[src/rtl/kbd_pkg.sv]
// Shared constants and types for the PS/2 host-command scheduler.
// Holds the keyboard command/response bytes, FSM state, requester and error enums.
package kbd_pkg;

  localparam logic [7:0] CMD_RESET    = 8'hFF;
  localparam logic [7:0] CMD_SET_LED  = 8'hED;
  localparam logic [7:0] CMD_SET_RATE = 8'hF3;
  localparam logic [7:0] RSP_ACK      = 8'hFA;
  localparam logic [7:0] RSP_RESEND   = 8'hFE;
  localparam logic [7:0] RSP_BAT_OK   = 8'hAA;
  localparam logic [7:0] RSP_BAT_FAIL = 8'hFC;

  typedef enum logic [2:0] {
    ST_IDLE,
    ST_SEND_CMD,
    ST_SEND_ARG,
    ST_WAIT_TX,
    ST_WAIT_ACK,
    ST_WAIT_BAT,
    ST_DONE,
    ST_ERR
  } state_t;

  typedef enum logic [1:0] {
    REQ_NONE,
    REQ_INIT,
    REQ_LED,
    REQ_RATE
  } req_t;

  typedef enum logic [1:0] {
    ERR_NONE        = 2'd0,
    ERR_RETRY       = 2'd1,
    ERR_BAT_FAIL    = 2'd2,
    ERR_BAT_TIMEOUT = 2'd3
  } err_t;

  function automatic logic [7:0] cmd_byte(input req_t r);
    case (r)
      REQ_INIT: cmd_byte = CMD_RESET;
      REQ_LED:  cmd_byte = CMD_SET_LED;
      REQ_RATE: cmd_byte = CMD_SET_RATE;
      default:  cmd_byte = 8'h00;
    endcase
  endfunction

endpackage

[src/rtl/kbd_cmd_timer.sv]
// Loadable down-counter; expire is high while enabled and the count has reached zero.
// The count saturates at zero so an expiry that loses to a received byte is seen again.
module kbd_cmd_timer #(
  parameter int W = 8
) (
  input  logic         clk,
  input  logic         rst_n,
  input  logic         load,
  input  logic [W-1:0] load_val,
  input  logic         en,
  output logic         expire
);

  logic [W-1:0] count;

  assign expire = en && !load && (count == '0);

  always_ff @(posedge clk or negedge rst_n) begin
    if (!rst_n) begin
      count <= '0;
    end else if (load) begin
      count <= load_val;
    end else if (en && (count != '0)) begin
      count <= count - W'(1);
    end
  end

endmodule

[src/rtl/kbd_cmd_sched.sv]
// Arbitrates init/LED/typematic requests and sequences each command byte onto kbd_ctrl,
// handling ACK/RESEND/BAT responses with retries, and forwarding all other received bytes.
module kbd_cmd_sched
  import kbd_pkg::*;
#(
  parameter int unsigned TIMEOUT_CYC = 1_000_000,
  parameter int unsigned BAT_CYC     = 40_000_000,
  parameter int unsigned MAX_RETRY   = 3
) (
  input  logic       clk,
  input  logic       rst_n,
  input  logic       init_req,
  input  logic       led_req,
  input  logic [2:0] led_val,
  input  logic       rate_req,
  input  logic [7:0] rate_val,
  output logic [7:0] tx_data,
  output logic       tx_start,
  input  logic       tx_done,
  input  logic       tx_fail,
  input  logic [7:0] scode,
  input  logic       scode_en,
  output logic [7:0] fwd_code,
  output logic       fwd_en,
  output logic       busy,
  output logic       cmd_done,
  output logic       cmd_err,
  output logic [1:0] err_code,
  output logic [2:0] led_state
);

  localparam int unsigned TMAX = (BAT_CYC > TIMEOUT_CYC) ? BAT_CYC : TIMEOUT_CYC;
  localparam int TW = $clog2(TMAX);
  localparam int RW = $clog2(MAX_RETRY + 2);

  state_t        state;
  req_t          cur;
  err_t          err_q;
  logic [7:0]    arg;
  logic          arg_phase;
  logic [RW-1:0] retry;
  logic          pend_init, pend_led, pend_rate;

  req_t          gnt_req;
  logic          gnt_fire;
  logic [7:0]    gnt_arg;
  logic          ack_ev, resend_ev, retry_max, consumed, init_ok;
  logic          tmr_load, tmr_en, tmr_expire;
  logic [TW-1:0] tmr_val;

  assign err_code = err_q;

  // Fixed priority: init > led > rate.
  always_comb begin
    gnt_req = REQ_NONE;
    gnt_arg = 8'h00;
    if (pend_init) begin
      gnt_req = REQ_INIT;
    end else if (pend_led) begin
      gnt_req = REQ_LED;
      gnt_arg = {5'b0, led_val};
    end else if (pend_rate) begin
      gnt_req = REQ_RATE;
      gnt_arg = rate_val;
    end
  end

  assign gnt_fire = (state == ST_IDLE) && (gnt_req != REQ_NONE);

  // A received byte takes precedence over a timeout expiring in the same cycle.
  always_comb begin
    ack_ev    = (state == ST_WAIT_ACK) && scode_en && (scode == RSP_ACK);
    resend_ev = ((state == ST_WAIT_TX) && !tx_done && tx_fail) ||
                ((state == ST_WAIT_ACK) && (scode_en ? (scode == RSP_RESEND) : tmr_expire));
    retry_max = (retry == RW'(MAX_RETRY));
    init_ok   = (state == ST_WAIT_BAT) && scode_en && (scode == RSP_BAT_OK);
    consumed  = ((state == ST_WAIT_ACK) && ((scode == RSP_ACK) || (scode == RSP_RESEND))) ||
                ((state == ST_WAIT_BAT) && ((scode == RSP_BAT_OK) || (scode == RSP_BAT_FAIL)));
    tmr_load  = ((state == ST_WAIT_TX) && tx_done) ||
                (ack_ev && !arg_phase && (cur == REQ_INIT));
    tmr_val   = (state == ST_WAIT_ACK) ? TW'(BAT_CYC - 1) : TW'(TIMEOUT_CYC - 1);
    tmr_en    = (state == ST_WAIT_ACK) || (state == ST_WAIT_BAT);
  end

  kbd_cmd_timer #(.W(TW)) u_timer (
    .clk      (clk),
    .rst_n    (rst_n),
    .load     (tmr_load),
    .load_val (tmr_val),
    .en       (tmr_en),
    .expire   (tmr_expire)
  );

  // Sticky request flags; a pulse coinciding with its own grant is absorbed.
  always_ff @(posedge clk or negedge rst_n) begin
    if (!rst_n) begin
      pend_init <= 1'b0;
      pend_led  <= 1'b0;
      pend_rate <= 1'b0;
    end else begin
      pend_init <= (pend_init | init_req) & ~(gnt_fire && (gnt_req == REQ_INIT));
      pend_led  <= (pend_led | led_req) & ~(gnt_fire && (gnt_req == REQ_LED)) & ~init_ok;
      pend_rate <= (pend_rate | rate_req) & ~(gnt_fire && (gnt_req == REQ_RATE));
    end
  end

  always_ff @(posedge clk or negedge rst_n) begin
    if (!rst_n) begin
      fwd_en   <= 1'b0;
      fwd_code <= 8'h00;
    end else begin
      fwd_en <= scode_en && !consumed;
      if (scode_en) fwd_code <= scode;
    end
  end

  always_ff @(posedge clk or negedge rst_n) begin
    if (!rst_n) begin
      state     <= ST_IDLE;
      cur       <= REQ_NONE;
      err_q     <= ERR_NONE;
      arg       <= 8'h00;
      arg_phase <= 1'b0;
      retry     <= '0;
      tx_data   <= 8'h00;
      tx_start  <= 1'b0;
      busy      <= 1'b0;
      cmd_done  <= 1'b0;
      cmd_err   <= 1'b0;
      led_state <= 3'b000;
    end else begin
      tx_start <= 1'b0;
      cmd_done <= 1'b0;
      cmd_err  <= 1'b0;
      if (resend_ev) begin
        if (retry_max) begin
          state   <= ST_ERR;
          err_q   <= ERR_RETRY;
          cmd_err <= 1'b1;
        end else begin
          retry    <= retry + RW'(1);
          tx_start <= 1'b1;
          state    <= arg_phase ? ST_SEND_ARG : ST_SEND_CMD;
        end
      end else begin
        case (state)
          ST_IDLE: begin
            if (gnt_fire) begin
              cur       <= gnt_req;
              arg       <= gnt_arg;
              arg_phase <= 1'b0;
              retry     <= '0;
              err_q     <= ERR_NONE;
              tx_data   <= cmd_byte(gnt_req);
              tx_start  <= 1'b1;
              busy      <= 1'b1;
              state     <= ST_SEND_CMD;
            end
          end
          ST_SEND_CMD, ST_SEND_ARG: state <= ST_WAIT_TX;
          ST_WAIT_TX: begin
            if (tx_done) state <= ST_WAIT_ACK;
          end
          ST_WAIT_ACK: begin
            if (ack_ev) begin
              retry <= '0;
              if (arg_phase) begin
                if (cur == REQ_LED) led_state <= arg[2:0];
                cmd_done <= 1'b1;
                state    <= ST_DONE;
              end else if (cur == REQ_INIT) begin
                state <= ST_WAIT_BAT;
              end else begin
                arg_phase <= 1'b1;
                tx_data   <= arg;
                tx_start  <= 1'b1;
                state     <= ST_SEND_ARG;
              end
            end
          end
          ST_WAIT_BAT: begin
            if (init_ok) begin
              led_state <= 3'b000;
              cmd_done  <= 1'b1;
              state     <= ST_DONE;
            end else if (scode_en && (scode == RSP_BAT_FAIL)) begin
              err_q   <= ERR_BAT_FAIL;
              cmd_err <= 1'b1;
              state   <= ST_ERR;
            end else if (!scode_en && tmr_expire) begin
              err_q   <= ERR_BAT_TIMEOUT;
              cmd_err <= 1'b1;
              state   <= ST_ERR;
            end
          end
          ST_DONE, ST_ERR: begin
            busy  <= 1'b0;
            state <= ST_IDLE;
          end
          default: begin
            busy  <= 1'b0;
            state <= ST_IDLE;
          end
        endcase
      end
    end
  end

endmodule

[config.mk]
export PLATFORM = sky130hd
export DESIGN_NAME = kbd_cmd_sched
export DESIGN_NICKNAME = d
export VERILOG_FILES = /design/src/rtl/kbd_pkg.sv /design/src/rtl/kbd_cmd_timer.sv /design/src/rtl/kbd_cmd_sched.sv
export SDC_FILE = /design/constraint.sdc
export NUM_CORES = 1
export LEC_CHECK = 0
export BUFFER_PORTS_ARGS = -buffer_cell sky130_fd_sc_hd__clkbuf_2
export CORE_ASPECT_RATIO = 0.9
export CORE_UTILIZATION = 25
export DETAILED_ROUTE_END_ITERATION = 16
export GPL_TIMING_DRIVEN = 1
export MAX_ROUTING_LAYER = met4
export PLACE_DENSITY = 0.38
export SYNTH_ARGS = -nofsm -noshare
export SYNTH_HDL_FRONTEND = slang
export SYNTH_SLANG_ARGS = --single-unit
[constraint.sdc]
create_clock -name clk -period 6.9 [get_ports clk]
set_input_delay 1.035 -clock clk [delete_from_list [all_inputs] [get_ports clk]]
set_output_delay 1.035 -clock clk [all_outputs]
set_load 0.05 [all_outputs]
# Yosys cells after proc, flatten, opt, wreduce, memory -nomap -nowiden
# Cells that the tools add are included.
# word_totals
inputBits,27
ff_bits,72
# op_classes
n_mux,69
addsub,2
bitwise,12
n_eq_ne,32
reduce_logical,53
# op_table
operator,count
$mux W26,3
$mux W8,7
$mux W3,18
$eq A8 B8 Y1 const B,4
$logic_not A26 Y1,1
$reduce_bool A26 Y1,1
$sub A26 B1 Y26 const B,1
$pmux W8 S3,1
$logic_and A1 B1 Y1,22
$mux W1,21
$mux W2,10
$pmux W3 S6,1
$pmux W8 S2,1
$ne A2 B2 Y1 const B,7
$eq A3 B3 Y1 const B,4
$ne A3 B3 Y1 const B,4
$pmux W3 S2,2
$reduce_and A4 Y1,3
$reduce_and A6 Y1,2
$reduce_bool A2 Y1,5
$eq A3 B2 Y1 const B,3
$pmux W1 S2,4
$eq A2 B2 Y1 const B,3
$logic_or A1 B1 Y1,6
other kinds (16),34

# Logic depth before layout (Yosys ltp)
# depth
ltp_word,15
ltp_mapped,8
mapped_depth_nobuf,8

# Hierarchy
# A second synthesis with hierarchy kept.
# hier_totals
hier_cells,428
area_unflattened_um2,3930.0
# by_module_without_submodules
mod,seq_area_each_um2,instances,cells_each,area_per_inst_um2
kbd_cmd_sched,1151.1,1,235,2242.2
kbd_cmd_timer,650.6,1,193,1687.9

# Worst setup path after synthesis
# No wires, ideal clock.
# synth_timing
kind,flip-flop to flip-flop
start,register u_timer.count[11]
end,register retry[0]
period_less_slack_ps,2635
setup_ps,125
required_time_ps,6775
stages_incl_launch_ff,8
slack_ps,4265
arrival_time_ps,2510
path_cell_list,dfrtp_1 > or4_4 > or4_4 > buf_6 > nor3_4 > a31oi_4 > mux2_4 > mux2_4
# synth_between
elab_chain_cells,7
word_cells_on_any_way,11
# synth_lines
item,line,rtl
"start, declared",kbd_cmd_timer.sv:14,logic [W-1:0] count;
"start signal, assigned",kbd_cmd_timer.sv:22,count <= load_val;
"start signal, assigned",kbd_cmd_timer.sv:24,count <= count - W'(1);
$logic_not A26 Y1 (*),kbd_cmd_timer.sv:16,assign expire = en && !load && (count == '0);
$logic_and A1 B1 Y1 (*),kbd_cmd_timer.sv:16,
$mux W1 (*),kbd_cmd_sched.sv:74,((state == ST_WAIT_ACK) && (scode_en ? (scode == RSP_RESEND) : tmr_expire));
$logic_and A1 B1 Y1 (*),kbd_cmd_sched.sv:74,
$logic_or A1 B1 Y1 (*),kbd_cmd_sched.sv:73,resend_ev = ((state == ST_WAIT_TX) && !tx_done && tx_fail) ||
"$ne A3 B3 Y1 (no source line), or another cell as far along",-,
$reduce_and A4 Y1 (no source line),-,
"end signal, assigned",kbd_cmd_sched.sv:141,retry <= retry + RW'(1);
"end, declared",kbd_cmd_sched.sv:41,logic [RW-1:0] retry;
# Every way passes the cells marked *; elsewhere a longest branch is shown, timed or not.
# A chain may end at the register's enable or synchronous reset.

# Worst setup path in the final report
# layout_timing
start,register u_timer.count[4]
end,register retry[0]
# Same word-level chain as after synthesis.

==> results_dict.tcl <==
set metrics [dict create \
    status "completed" \
    synth_cells 359 \
    clk_latency_ps 340 \
    critPathSlowestCell "or4_1" \
    post_cts_resized 0 \
    area_growth_pct 20.3 \
    cap_violations 0 \
    drtPass1Iterations 4 \
    nets 451 \
    final_max_slew_viol_count 0 \
    core-area_um2 14100 \
    powerDensity_nw_per_um2 360 \
    cp-end-kind "flop" \
    postCtsSetupRepairBufs 0 \
    rsz0062_at_grt "no" \
    cts.sinks 72 \
    min_period_ps 2870 \
    drt-total-wl_um 8880 \
    antenna_left 0 \
    dp_hpwl_um 6400 \
    drc 0 \
    cp-start-kind "flop" \
    yosysTopAreaCellShare 0.498 \
    post-route-period-util 0.416 \
    fmax_mhz 348 \
    first_global_vias 2742 \
    top_layer "met4" \
    cp_common_cell "mux2_4" \
    diodes 0 \
    hold_buffers 0 \
    synthTopCellsByArea "dfrtp_1 50%, nand2_1 3.9%, xnor2_1 3.9%, nor2_1 3.8%, a21oi_1 3.3%" \
    viasPerCell 4.55 \
    synth_most_common_cell "dfrtp_1" \
    critPathMaxFanout 10 \
    dieHeight_um 116 \
    synth_edf_count 0 \
    worstPathRequired_ps 7120 \
    path_clk_slew_ps 50 \
    final-hold-violation-count 0 \
    wl_met1_um 4810 \
    p_leak_nw 1.87 \
    yosysWarnings 0 \
    start_util 0.257 \
    cts_tree "yes" \
    synth-main-ff-cell "dfrtp_1" \
    synth_area_um2 3610 \
    critPathKind "flop to flop" \
    ys_types 58 \
    met2WireLength_um 3590 \
    yosys.area.top_type "dfrtp_1" \
    hp-class "flop to flop" \
    cp_slowest_stage_delay_ps 640 \
    synthTopCellsByCount "72 x dfrtp_1, 38 x nand2_1, 37 x nor2_1" \
    cp_cell_sequence "or4_1, or3_2, nor3_4, a31oi_4, mux2_4, mux2_4" \
    layout-drive-gt1-share 0.222 \
    avgSynthCellArea_um2 10.1 \
    cts_buffer_depth 2 \
    grt_max_degree 73 \
    die_area_um2 14900 \
    finalWeightedCongestion 0.742 \
    rows 41 \
    wl_per_cell_um 14.5 \
    setup_viol 0 \
    fin_skew_ps 6.48 \
    grt_pass1_wl_um 14800 \
    cts_root_buf "clkbuf_16" \
    setup_tns_ps 0 \
    ir_drop_mv 0.113 \
    max_slew_margin 0.310 \
    cts_inserted_buffers 9 \
    fp.dieW_um 129 \
    dr_wl_met3_um 287 \
    holdWs_ps 481 \
    synth_fp_nets 395 \
    antenna_found_initial 0 \
    async_flop_share 1.00 \
    detail_route.iter0.violations 155 \
    pin_count 53 \
    tightestPinTransition_ps 1030 \
    ys_seq_area_frac 0.498 \
    via_count 2779 \
    htree_levels 3 \
    io_buffers 52 \
    grt.overflow.total 0 \
    synth_seq_cells 72 \
    worst_ep_arrival_time_ps 3090 \
    grt_usage 0.137 \
]
logic make-up after synthesis:
group	share of synthesized area
flops	0.498
mux	0.0415
simple gates	0.200
compound gates	0.147
buf+inv	0.0260
xor+xnor	0.0557
fa+ha+maj	0.0312
critical path: cells and delay by family, from the launching register on:
family             cells  cell delay, ps
DFF                    1             400
muxes                  2             600
AOI/OAI and AO/OA      1             210
and+or+nand+nor        3            1540
registers in the layout (all words and copies together) (netlist names):
register       flops
cmd_err            1
cur                2
pend_led           1
pend_rate          1
arg_phase          1
cmd_done           1
state              3
fwd_code           8
err_code           2
tx_start           1
arg                8
fwd_en             1
busy               1
retry              3
tx_data            8
pend_init          1
u_timer.count     26
led_state          3
through the flow:
| stage | setup slack (ps) | cell area (um^2) | std cells | utilization | total power, mW |
|---|---|---|---|---|---|
| floorplan | 4270 | 3610 | 359 | - | 1.01 |
| global placement | 3890 | 4090 | 597 | 0.291 | 1.16 |
| detailed placement | 3810 | 4090 | 597 | 0.291 | 1.17 |
| CTS | 4000 | 4350 | 611 | 0.309 | 1.59 |
| global route | 3900 | 4350 | 611 | 0.309 | 1.69 |
| finish | 4030 | 4350 | 611 | 0.309 | 1.57 |
final cells by class:
class | count | area, um^2
repair buffers | 55 | 283
well taps | 193 | 241
multi-input cells | 264 | 1720
clock buffers | 13 | 250
flip-flops and latches | 72 | 1800
fillers | 1510 | 9710
inverters | 13 | 48.8
clock inverters | 1 | 5.00
final timing paths:
kind	from	to	slack, ps	depth (start not counted)
worst max-delay path	u_timer.count[4]	retry[0]	4030	6
worst min-delay path	retry[2]	retry[2]	480	1
worst max register to register	u_timer.count[4]	retry[0]	4030	6
worst min register to register	retry[2]	retry[2]	480	1
max in group asynchronous	rst_n	u_timer.count[3]	5360	2
min in group asynchronous	rst_n	tx_data[5]	940	2
per-layer routing:
layer | vias up | global-route usage
li1 | 1395 | -
met1 | 1325 | 0.197
met2 | 48 | 0.181
met3 | 11 | 0.0245
met4 | 0 | 0.0706
met5 | - | -
where the power goes:
part / internal (mW) / leakage [nW] / switching (mW)
logic: 0.176 / 0.886 / 0.370
clock network: 0.249 / 0.126 / 0.166
registers: 0.513 / 0.857 / 0.0918
placed cells by master, fill, tap and decap left out, drive strengths merged, types with 3 or more instances in the layout:
cell type / Yosys / routed
xor2: 7 / 7
nor4: 6 / 6
nor3: 15 / 15
buf: 1 / 4
a221oi: 6 / 6
mux2: 10 / 10
or4: 5 / 5
a31oi: 4 / 4
nand4b: 3 / 3
or2: 3 / 3
nand2: 38 / 38
o21bai: 3 / 3
dfrtp: 72 / 72
and2: 4 / 4
nor2: 37 / 37
inv: 13 / 13
o21ai: 24 / 24
clkbuf: 9 / 64
a21oi: 24 / 24
nand3b: 5 / 5
or3: 6 / 6
a22o: 6 / 6
xnor2: 16 / 16
mux2i: 3 / 3
ha: 9 / 9
Note: power is estimated with default switching activity, not from simulation.
